**src/rtl/tart_antenna_gen.sv**
```systemverilog
// tart_antenna_gen: Wishbone-programmed antenna pattern source for TART.
// Latency: ack_o and dat_o 1 clk after cyc_i&&stb_i. A CTRL/SEED write reloads the pattern 1 clk after its ack.
// Backpressure: none; the bus is acked every 2nd clk at most, and the pattern free-runs at the divider rate.
// Ports: clk_i/rst_i (sync, active-high); cyc_i/stb_i/we_i/adr_i/dat_i/dat_o/ack_o classic WB slave;
//        antenna_o pattern, strobe_o one-clk "new sample" pulse, enabled_o = CTRL.enable.
// Optional macro TART_GEN_LFSR_EN: when defined, mode 1 is a Galois LFSR; otherwise mode 1 is the counter.
module tart_antenna_gen #(
  parameter int WIDTH = 24,
  parameter int RBITS = 4,
  parameter int MRATE = 12
) (
  input  logic             clk_i,
  input  logic             rst_i,
  input  logic             cyc_i,
  input  logic             stb_i,
  input  logic             we_i,
  input  logic [1:0]       adr_i,
  input  logic [7:0]       dat_i,
  output logic [7:0]       dat_o,
  output logic             ack_o,
  output logic [WIDTH-1:0] antenna_o,
  output logic             strobe_o,
  output logic             enabled_o
);

  localparam logic [RBITS-1:0] RATE_RST = RBITS'(MRATE - 1);
  localparam logic [WIDTH-1:0] ONE      = {{(WIDTH-1){1'b0}}, 1'b1};

  // SEED repeated byte-wise across the pattern, MSB end truncated.
  function automatic logic [WIDTH-1:0] replicate(input logic [7:0] s);
    logic [WIDTH-1:0] r;
    for (int i = 0; i < WIDTH; i++) r[i] = s[i[2:0]];
    return r;
  endfunction

  function automatic logic [WIDTH-1:0] walk_load(input logic [7:0] s);
    return ONE << (int'(s) % WIDTH);
  endfunction

`ifdef TART_GEN_LFSR_EN
  // Right-shift Galois masks for maximal-length sequences; unlisted widths
  // fall back to a single MSB tap (still never locks up, but not maximal).
  function automatic logic [WIDTH-1:0] lfsr_taps();
    logic [63:0] t;
    case (WIDTH)
      4:       t = 64'hC;
      8:       t = 64'hB8;
      12:      t = 64'hE08;
      16:      t = 64'hB400;
      20:      t = 64'h90000;
      24:      t = 64'hE10000;
      32:      t = 64'h80200003;
      default: t = 64'h1 << (WIDTH - 1);
    endcase
    return t[WIDTH-1:0];
  endfunction
  localparam logic [WIDTH-1:0] LFSR_TAPS = lfsr_taps();
`endif

  logic [2:0]       ctrl_q, ctrl_d;
  logic [RBITS-1:0] rate_q, rate_d, cnt_q, cnt_d;
  logic [7:0]       seed_q, seed_d, dat_q, dat_d;
  logic [15:0]      count_q, count_d;
  logic [WIDTH-1:0] pat_q, pat_d, adv, reload_val;
  logic             strobe_q, strobe_d, ack_q, ack_d, reload_q, reload_d;
  logic             req, wr, ctrl_wr, rate_wr, seed_wr, en, hit;
  logic [7:0]       rd_mux;

  // Pattern step on a strobe, and the value loaded after a CTRL/SEED write.
  always_comb begin
    adv        = pat_q;
    reload_val = replicate(seed_q);
    case (ctrl_q[2:1])
      2'd0: begin
        adv        = pat_q + ONE;
        reload_val = WIDTH'(seed_q);
      end
      2'd1: begin
`ifdef TART_GEN_LFSR_EN
        adv = (pat_q == '0) ? ONE : ((pat_q >> 1) ^ (pat_q[0] ? LFSR_TAPS : '0));
`else
        adv = pat_q + ONE;
`endif
        reload_val = WIDTH'(seed_q);
      end
      2'd2: begin
        adv        = {pat_q[WIDTH-2:0], pat_q[WIDTH-1]};
        reload_val = walk_load(seed_q);
      end
      default: begin
        adv        = replicate(seed_q);
        reload_val = replicate(seed_q);
      end
    endcase
  end

  always_comb begin
    // Only the first cycle of a strobe is a transfer; the acking cycle is not.
    req     = cyc_i && stb_i && !ack_q;
    wr      = req && we_i;
    ctrl_wr = wr && (adr_i == 2'd0);
    rate_wr = wr && (adr_i == 2'd1);
    seed_wr = wr && (adr_i == 2'd2);
    en      = ctrl_q[0];
    hit     = en && (cnt_q == rate_q);

    case (adr_i)
      2'd0:    rd_mux = {5'd0, ctrl_q};
      2'd1:    rd_mux = 8'(rate_q);
      2'd2:    rd_mux = seed_q;
      default: rd_mux = count_q[7:0];
    endcase

    ctrl_d   = ctrl_wr ? dat_i[2:0] : ctrl_q;
    rate_d   = rate_wr ? RBITS'(dat_i) : rate_q;
    seed_d   = seed_wr ? dat_i : seed_q;
    reload_d = ctrl_wr || seed_wr;

    // A pending reload swallows a strobe that would land on the same edge.
    strobe_d = hit && !reload_q;

    if (!en || reload_q || rate_wr || hit) cnt_d = '0;
    else                                   cnt_d = cnt_q + RBITS'(1);

    if (reload_q)      pat_d = reload_val;
    else if (strobe_d) pat_d = adv;
    else               pat_d = pat_q;

    if (ctrl_wr)       count_d = '0;
    else if (strobe_d) count_d = count_q + 16'd1;
    else               count_d = count_q;

    ack_d = req;
    dat_d = req ? rd_mux : 8'd0;
  end

  always_ff @(posedge clk_i) begin
    if (rst_i) begin
      ctrl_q   <= '0;
      rate_q   <= RATE_RST;
      seed_q   <= '0;
      cnt_q    <= '0;
      count_q  <= '0;
      pat_q    <= '0;
      strobe_q <= 1'b0;
      ack_q    <= 1'b0;
      dat_q    <= '0;
      reload_q <= 1'b0;
    end else begin
      ctrl_q   <= ctrl_d;
      rate_q   <= rate_d;
      seed_q   <= seed_d;
      cnt_q    <= cnt_d;
      count_q  <= count_d;
      pat_q    <= pat_d;
      strobe_q <= strobe_d;
      ack_q    <= ack_d;
      dat_q    <= dat_d;
      reload_q <= reload_d;
    end
  end

  assign dat_o     = dat_q;
  assign ack_o     = ack_q;
  assign antenna_o = pat_q;
  assign strobe_o  = strobe_q;
  assign enabled_o = ctrl_q[0];

endmodule

```
**config.mk**
```make
export PLATFORM = sky130hd
export DESIGN_NAME = tart_antenna_gen
export DESIGN_NICKNAME = d
export VERILOG_FILES = /design/src/rtl/tart_antenna_gen.sv
export SDC_FILE = /design/constraint.sdc
export NUM_CORES = 1
export LEC_CHECK = 0
export ABC_AREA = 1
export CAP_MARGIN = 15
export CORE_MARGIN = 4
export CORE_UTILIZATION = 50
export CTS_BUF_LIST = sky130_fd_sc_hd__clkbuf_8
export CTS_CLUSTER_SIZE = 16
export DETAILED_ROUTE_END_ITERATION = 6
export DONT_BUFFER_PORTS = 1
export PLACE_DENSITY = 0.73
export SLEW_MARGIN = 20
export SYNTH_ARGS = -nofsm -noshare
export SYNTH_HDL_FRONTEND = slang
export SYNTH_SLANG_ARGS = --single-unit
```
**constraint.sdc**
```tcl
create_clock -name clk_i -period 6.4 [get_ports clk_i]
set_input_delay 0.64 -clock clk_i [delete_from_list [all_inputs] [get_ports clk_i]]
set_output_delay 0.64 -clock clk_i [all_outputs]
set_load 0.02 [all_outputs]
```
## Word level (Yosys, flattened, before mapping)

Index checks and enable logic that the tools add are counted.

- Shifts and indexed selects: 1
- Bitwise logic cells: 1
- Div/mod/pow operators: 1
- Multiplexer cells: 5
- $add $sub $neg: 3
- Eq/ne operators: 5
- Reduce and logical (&&, ||, !) cells: 22

Operators with widths:

| cell | count |
|---|---|
| $pmux 24 s2 | 2 |
| $mux 24 | 2 |
| $mod 9x6->32 const B | 1 |
| $shl 1x32->24 const A | 1 |
| $add 24x1->24 const B | 1 |
| $pmux 8 s3 | 1 |
| $add 16x1->16 const B | 1 |
| $logic_and 1x1->1 | 8 |
| $reduce_or 2->1 | 4 |
| $add 4x1->4 const B | 1 |
| $eq 2x1->1 const B | 2 |
| $eq 2x2->1 const B | 2 |
| $eq 4x4->1 | 1 |
| $logic_not 2->1 | 2 |
| $logic_or 1x1->1 | 4 |
| $logic_not 1->1 | 3 |
| $reduce_bool 2->1 | 1 |
| $not 1->1 | 1 |

- Logic and storage cells: 48
- Output and inout port bits: 35
- Register bits after elaboration: 70
- Input port bits: 15

## Logic depth before layout (Yosys ltp)

- Depth in word-level cells: 7
- Depth in mapped cells: 20
- Gate-level depth less buffers: 19

## Least setup slack after synthesis

No wires, ideal clock.

- Path type: reg-to-reg
- Start point: register seed_q[6]
- End point: register pat_q[13] (netlist: antenna_o[13])
- Period minus slack after synthesis: 2.128 ns
- Slack: 4.272 ns
- Data required time: 6.330 ns
- Library setup time: 0.070 ns
- Arrival: 2.058 ns
- Cell stages (with the launch flop): 20
- Cell sequence: dfxtp_1 > clkbuf_1 > ha_1 > inv_1 > nand2_1 > nand2_1 > nand2_1 > nand3_1 > nand2_1 > nor2_1 > nand2_1 > nand2_1 > nand3_2 > nand3_1 > nand2_1 > nand2_2 > nand4_4 > nor2_4 > nand2_1 > a21oi_1

- Cells in the longest elaborated chain, start to end: 4

RTL lines:

| what | line | text |
|---|---|---|
| from (decl) | 62 | `logic [7:0] seed_q, seed_d, dat_q, dat_d;` |
| from (signal assigned) | 141 | `seed_q <= '0;` |
| from (signal assigned) | 152 | `seed_q <= seed_d;` |
| $mod 9x6->32 | 37 | `return ONE << (int'(s) % WIDTH);` |
| $shl 1x32->24 | 37 |  |
| $pmux 24 s2 | 73 | `case (ctrl_q[2:1])` |
| $mux 24 | 125 | `if (reload_q) pat_d = reload_val;` |
| to (signal assigned) | 155 | `pat_q <= pat_d;` |
| to (decl) | 64 | `logic [WIDTH-1:0] pat_q, pat_d, adv, reload_val;` |

Every way passes these cells.
A chain may end at the register's enable or synchronous reset.

## Worst setup path in the final report

- Start point: register ctrl_q[2]
- End point: register pat_q[4] (netlist: antenna_o[4])

- Cells in the longest elaborated chain, start to end: 5
- Elaborated cells between the ends (all ways): 8

RTL lines:

| what | line | text |
|---|---|---|
| from (decl) | 60 | `logic [2:0] ctrl_q, ctrl_d;` |
| from (signal assigned) | 150 | `ctrl_q <= ctrl_d;` |
| $eq 2x1->1 / $logic_not 2->1 (equally long branches) | 73 |  |
| $reduce_or 2->1 (no source line) | - |  |
| $pmux 24 s2 | 73 |  |
| $mux 24 | 126 | `else if (strobe_d) pat_d = adv;` |
| $mux 24 * | 125 |  |

Mark *: on every way between the ends. The rest lies on a longest branch, timed or not. The select of a mux whose other input is x is not followed.

==> flow_metrics.py <==
metrics = {
    "outcome": {
        "status": "finished clean",
    },
    "critical_path": {
        "slowest_stage": "dfxtp_1",
        "crit_start": "ctrl_q[2]$_SDFFE_PP0P_",
        "cp_num_buf_inv": 2,
        "worstPathRequired_ps": 6650,
        "critPathLaunchType": "flop",
        "critPathMaxFanout": 19,
        "cp_slowest_stage_delay_ps": 760,
        "path_depth": 7,
        "critPathArrivalTime_ps": 3640,
        "endpoint_kind": "flop",
        "r2r-start": "ctrl_q[2]$_SDFFE_PP0P_",
        "critPathTopFamily": "simple AND/OR/NAND/NOR gates",
        "path_cells": "inv_1 > nor2_1 > clkinv_1 > nand2_1 > o221ai_1 > a21oi_1 > nor2_1",
        "reg2regPathDepth": 7,
        "path_common_cell": "nor2_1",
        "crit_type": "reg2reg",
    },
    "routing": {
        "totalWireLength_um": 11400,
        "wl_per_cell_um": 16.9,
        "vias_per_cell": 5.93,
        "postRouteAntennaNets": 0,
        "drc_errors": 0,
        "via_count": 4012,
        "firstDrtPassIters": 5,
        "drt_iter0_drc": 604,
    },
    "cts": {
        "clkTransAtPathRegs_ps": 70,
        "post_cts_buffers": 0,
        "cts-hold-fix-buffers": 0,
        "cts_resized": 0,
        "clkSinkCount": 62,
        "cts-buffers-inserted": 9,
        "clock_latency_ps": 360,
        "cts.path.max_buffers": 2,
        "cts_tree": "yes",
        "cts_htree_levels": 3,
        "cts_root_buf": "clkbuf_8",
    },
    "flow_run": {
        "maxCapViolations": 0,
    },
    "floorplan": {
        "io_pins": 50,
        "chipWidth_um": 94.5,
        "dieArea_um2": 8940,
        "die_height_um": 94.5,
        "core_area_um2": 7250,
        "floorplan.initialDensity_pct": 51.6,
        "rows": 31,
    },
    "hold_path": {
        "hp-start": "rst_i",
        "hold_depth": 1,
        "hold_class": "in2reg",
    },
    "final_layout": {
        "fin_nets": 593,
        "area_growth_pct": 7.35,
        "n_fill_cell": 732,
        "final_layout_size_suffix_gt1_share_pct": 5.71,
        "final_common_cell": "nand2_1",
        "final_area_um2": 4020,
        "num_antenna_cells": 0,
        "layout_common_cells": "nand2_1 (105), inv_1 (74), nor2_1 (70)",
    },
    "synthesis": {
        "ys_seq_area_share_pct": 33.1,
        "synthArstFlopShare_pct": 0,
        "synth.area.top_cells": "dfxtp_1 (33%), nand2_1 (11%), o21ai_0 (7.8%)",
        "synth_edf_count": 0,
        "synth_nets": 600,
        "netlist_instances": 581,
        "synthFlopType": "dfxtp_1",
        "syn-cell-area_um2": 3740,
        "post-synth-top-area-cell": "dfxtp_1",
        "synth_area_per_cell_um2": 6.45,
        "yosysTopAreaCellShare_pct": 33.1,
        "yosysUniqueCellTypes": 41,
        "yosys_register_bits": 62,
        "yosys_warnings": 0,
    },
    "timing": {
        "tns_ps": 0,
        "slew-limit-headroom_pct": 34.0,
        "clock_skew_ps": 8.79,
        "period_minus_slack_ps": 3390,
        "rsz0062_at_grt": "false",
        "tightest_slew_ps": 989,
        "setup-violations-final": 0,
        "slew_violations": 0,
        "hold_violations": 0,
        "fmaxAchievable_ghz": 0.295,
        "finalCritPeriodShare_pct": 53.0,
    },
    "grt": {
        "grt_max_degree": 36,
        "grt_pass1_wl_um": 18600,
        "grt_use_total_pct": 26.7,
        "grt_pass1_vias": 3694,
        "antenna_found_initial": 0,
        "grt-ovfl-total": 0,
    },
    "pwr": {
        "peakVddDrop_uv": 135,
        "p_per_area_nw_per_um2": 209,
        "p_leak_nw": 1.49,
    },
    "placed_design": {
        "placed_cell_area_um2": 3800,
        "portBuffers": 0,
        "place.gp.congestion": 0.954,
        "place_hpwl_um": 8550,
    },
}
[routing by layer]
metal / vias to the layer above / global-route usage [%] / part of all wire [%]
met5: - / 0 / 0
li1: 1960 / - / -
met3: 28 / 6.45 / 9.4
met4: 0 / 8.77 / 2.4
met1: 1826 / 38.5 / 44
met2: 198 / 38.9 / 44
[worst register-to-register path: cells and delay by family, from the launching register on]
family	cells	cell delay [ps]
DFF	1	760
buffers and inverters	2	1070
AOI/OAI and AO/OA	2	330
and+or+nand+nor	3	1120
[registers in the layout, indices dropped and copies added, names as in the netlist, 3 cells and up]
register	cells
antenna_o	24
count_q	8
dat_o	8
seed_q	8
cnt_q	4
rate_q	4
ctrl_q	3
[Yosys cell counts (2+ instances only)]
master,number
nand2_1,105
inv_1,74
nor2_1,70
dfxtp_1,62
o21ai_0,58
a21oi_1,49
nand3_1,26
nor3_1,19
clkbuf_1,14
o22ai_1,14
nand4_1,10
a31oi_1,8
a211oi_1,6
o211ai_1,6
inv_2,5
xor2_1,5
ha_1,4
o221ai_1,4
o32ai_1,4
clkinv_1,3
nand2_2,3
nand3_2,3
nor2_2,3
nor4_1,3
a21boi_0,2
a221oi_1,2
buf_1,2
buf_2,2
nor3b_1,2
o31ai_1,2
[through the flow]
stage	setup WS [ps]	power (mW)	cells	hold slack (ps)	util [%]
after detailed placement	3160	0.452	662	468	52.4
after CTS	3140	0.843	677	343	55.4
after global routing	2740	0.865	677	340	55.4
after floorplan	4270	0.442	581	441	-
after global placement	3200	0.452	662	465	52.4
final	3010	0.840	677	350	55.4
[final cells by class]
| class | count | area [µm²] | area share [%] |
|---|---|---|---|
| inverters | 82 | 308 | 7.66 |
| clock inverters | 4 | 70.1 | 1.74 |
| well taps | 99 | 124 | 3.08 |
| multi-input cells | 419 | 2130 | 52.9 |
| clock buffers | 11 | 151 | 3.77 |
| flip-flops and latches | 62 | 1240 | 30.9 |
[cells by family (layout without fill, tap and decap cells)]
group	after synthesis	in the layout	share of synthesized area (%)
xor+xnor	6	6	1.40
simple gates	248	248	29.2
flops	62	62	33.1
compound gates	161	161	24.8
fa+ha+maj	4	4	1.34
buf+inv	100	97	10.1
[power breakdown]
| group | internal, mW | total [mW] | leakage, nW | switching, mW |
|---|---|---|---|---|
| clock | 0.237 | 0.395 | 0.115 | 0.158 |
| combinational | 0.0122 | 0.0433 | 0.872 | 0.0312 |
| sequential | 0.391 | 0.402 | 0.501 | 0.0110 |
[final timing paths]
kind,to,slack (ps)
worst max-delay path,antenna_o[4]$_SDFFE_PP0P_,3010
worst min register to register,cnt_q[0]$_SDFF_PP0_,480
worst max register to register,antenna_o[4]$_SDFFE_PP0P_,3010
worst min-delay path,antenna_o[7]$_SDFFE_PP0P_,350
(Power assumes the default switching activity.)
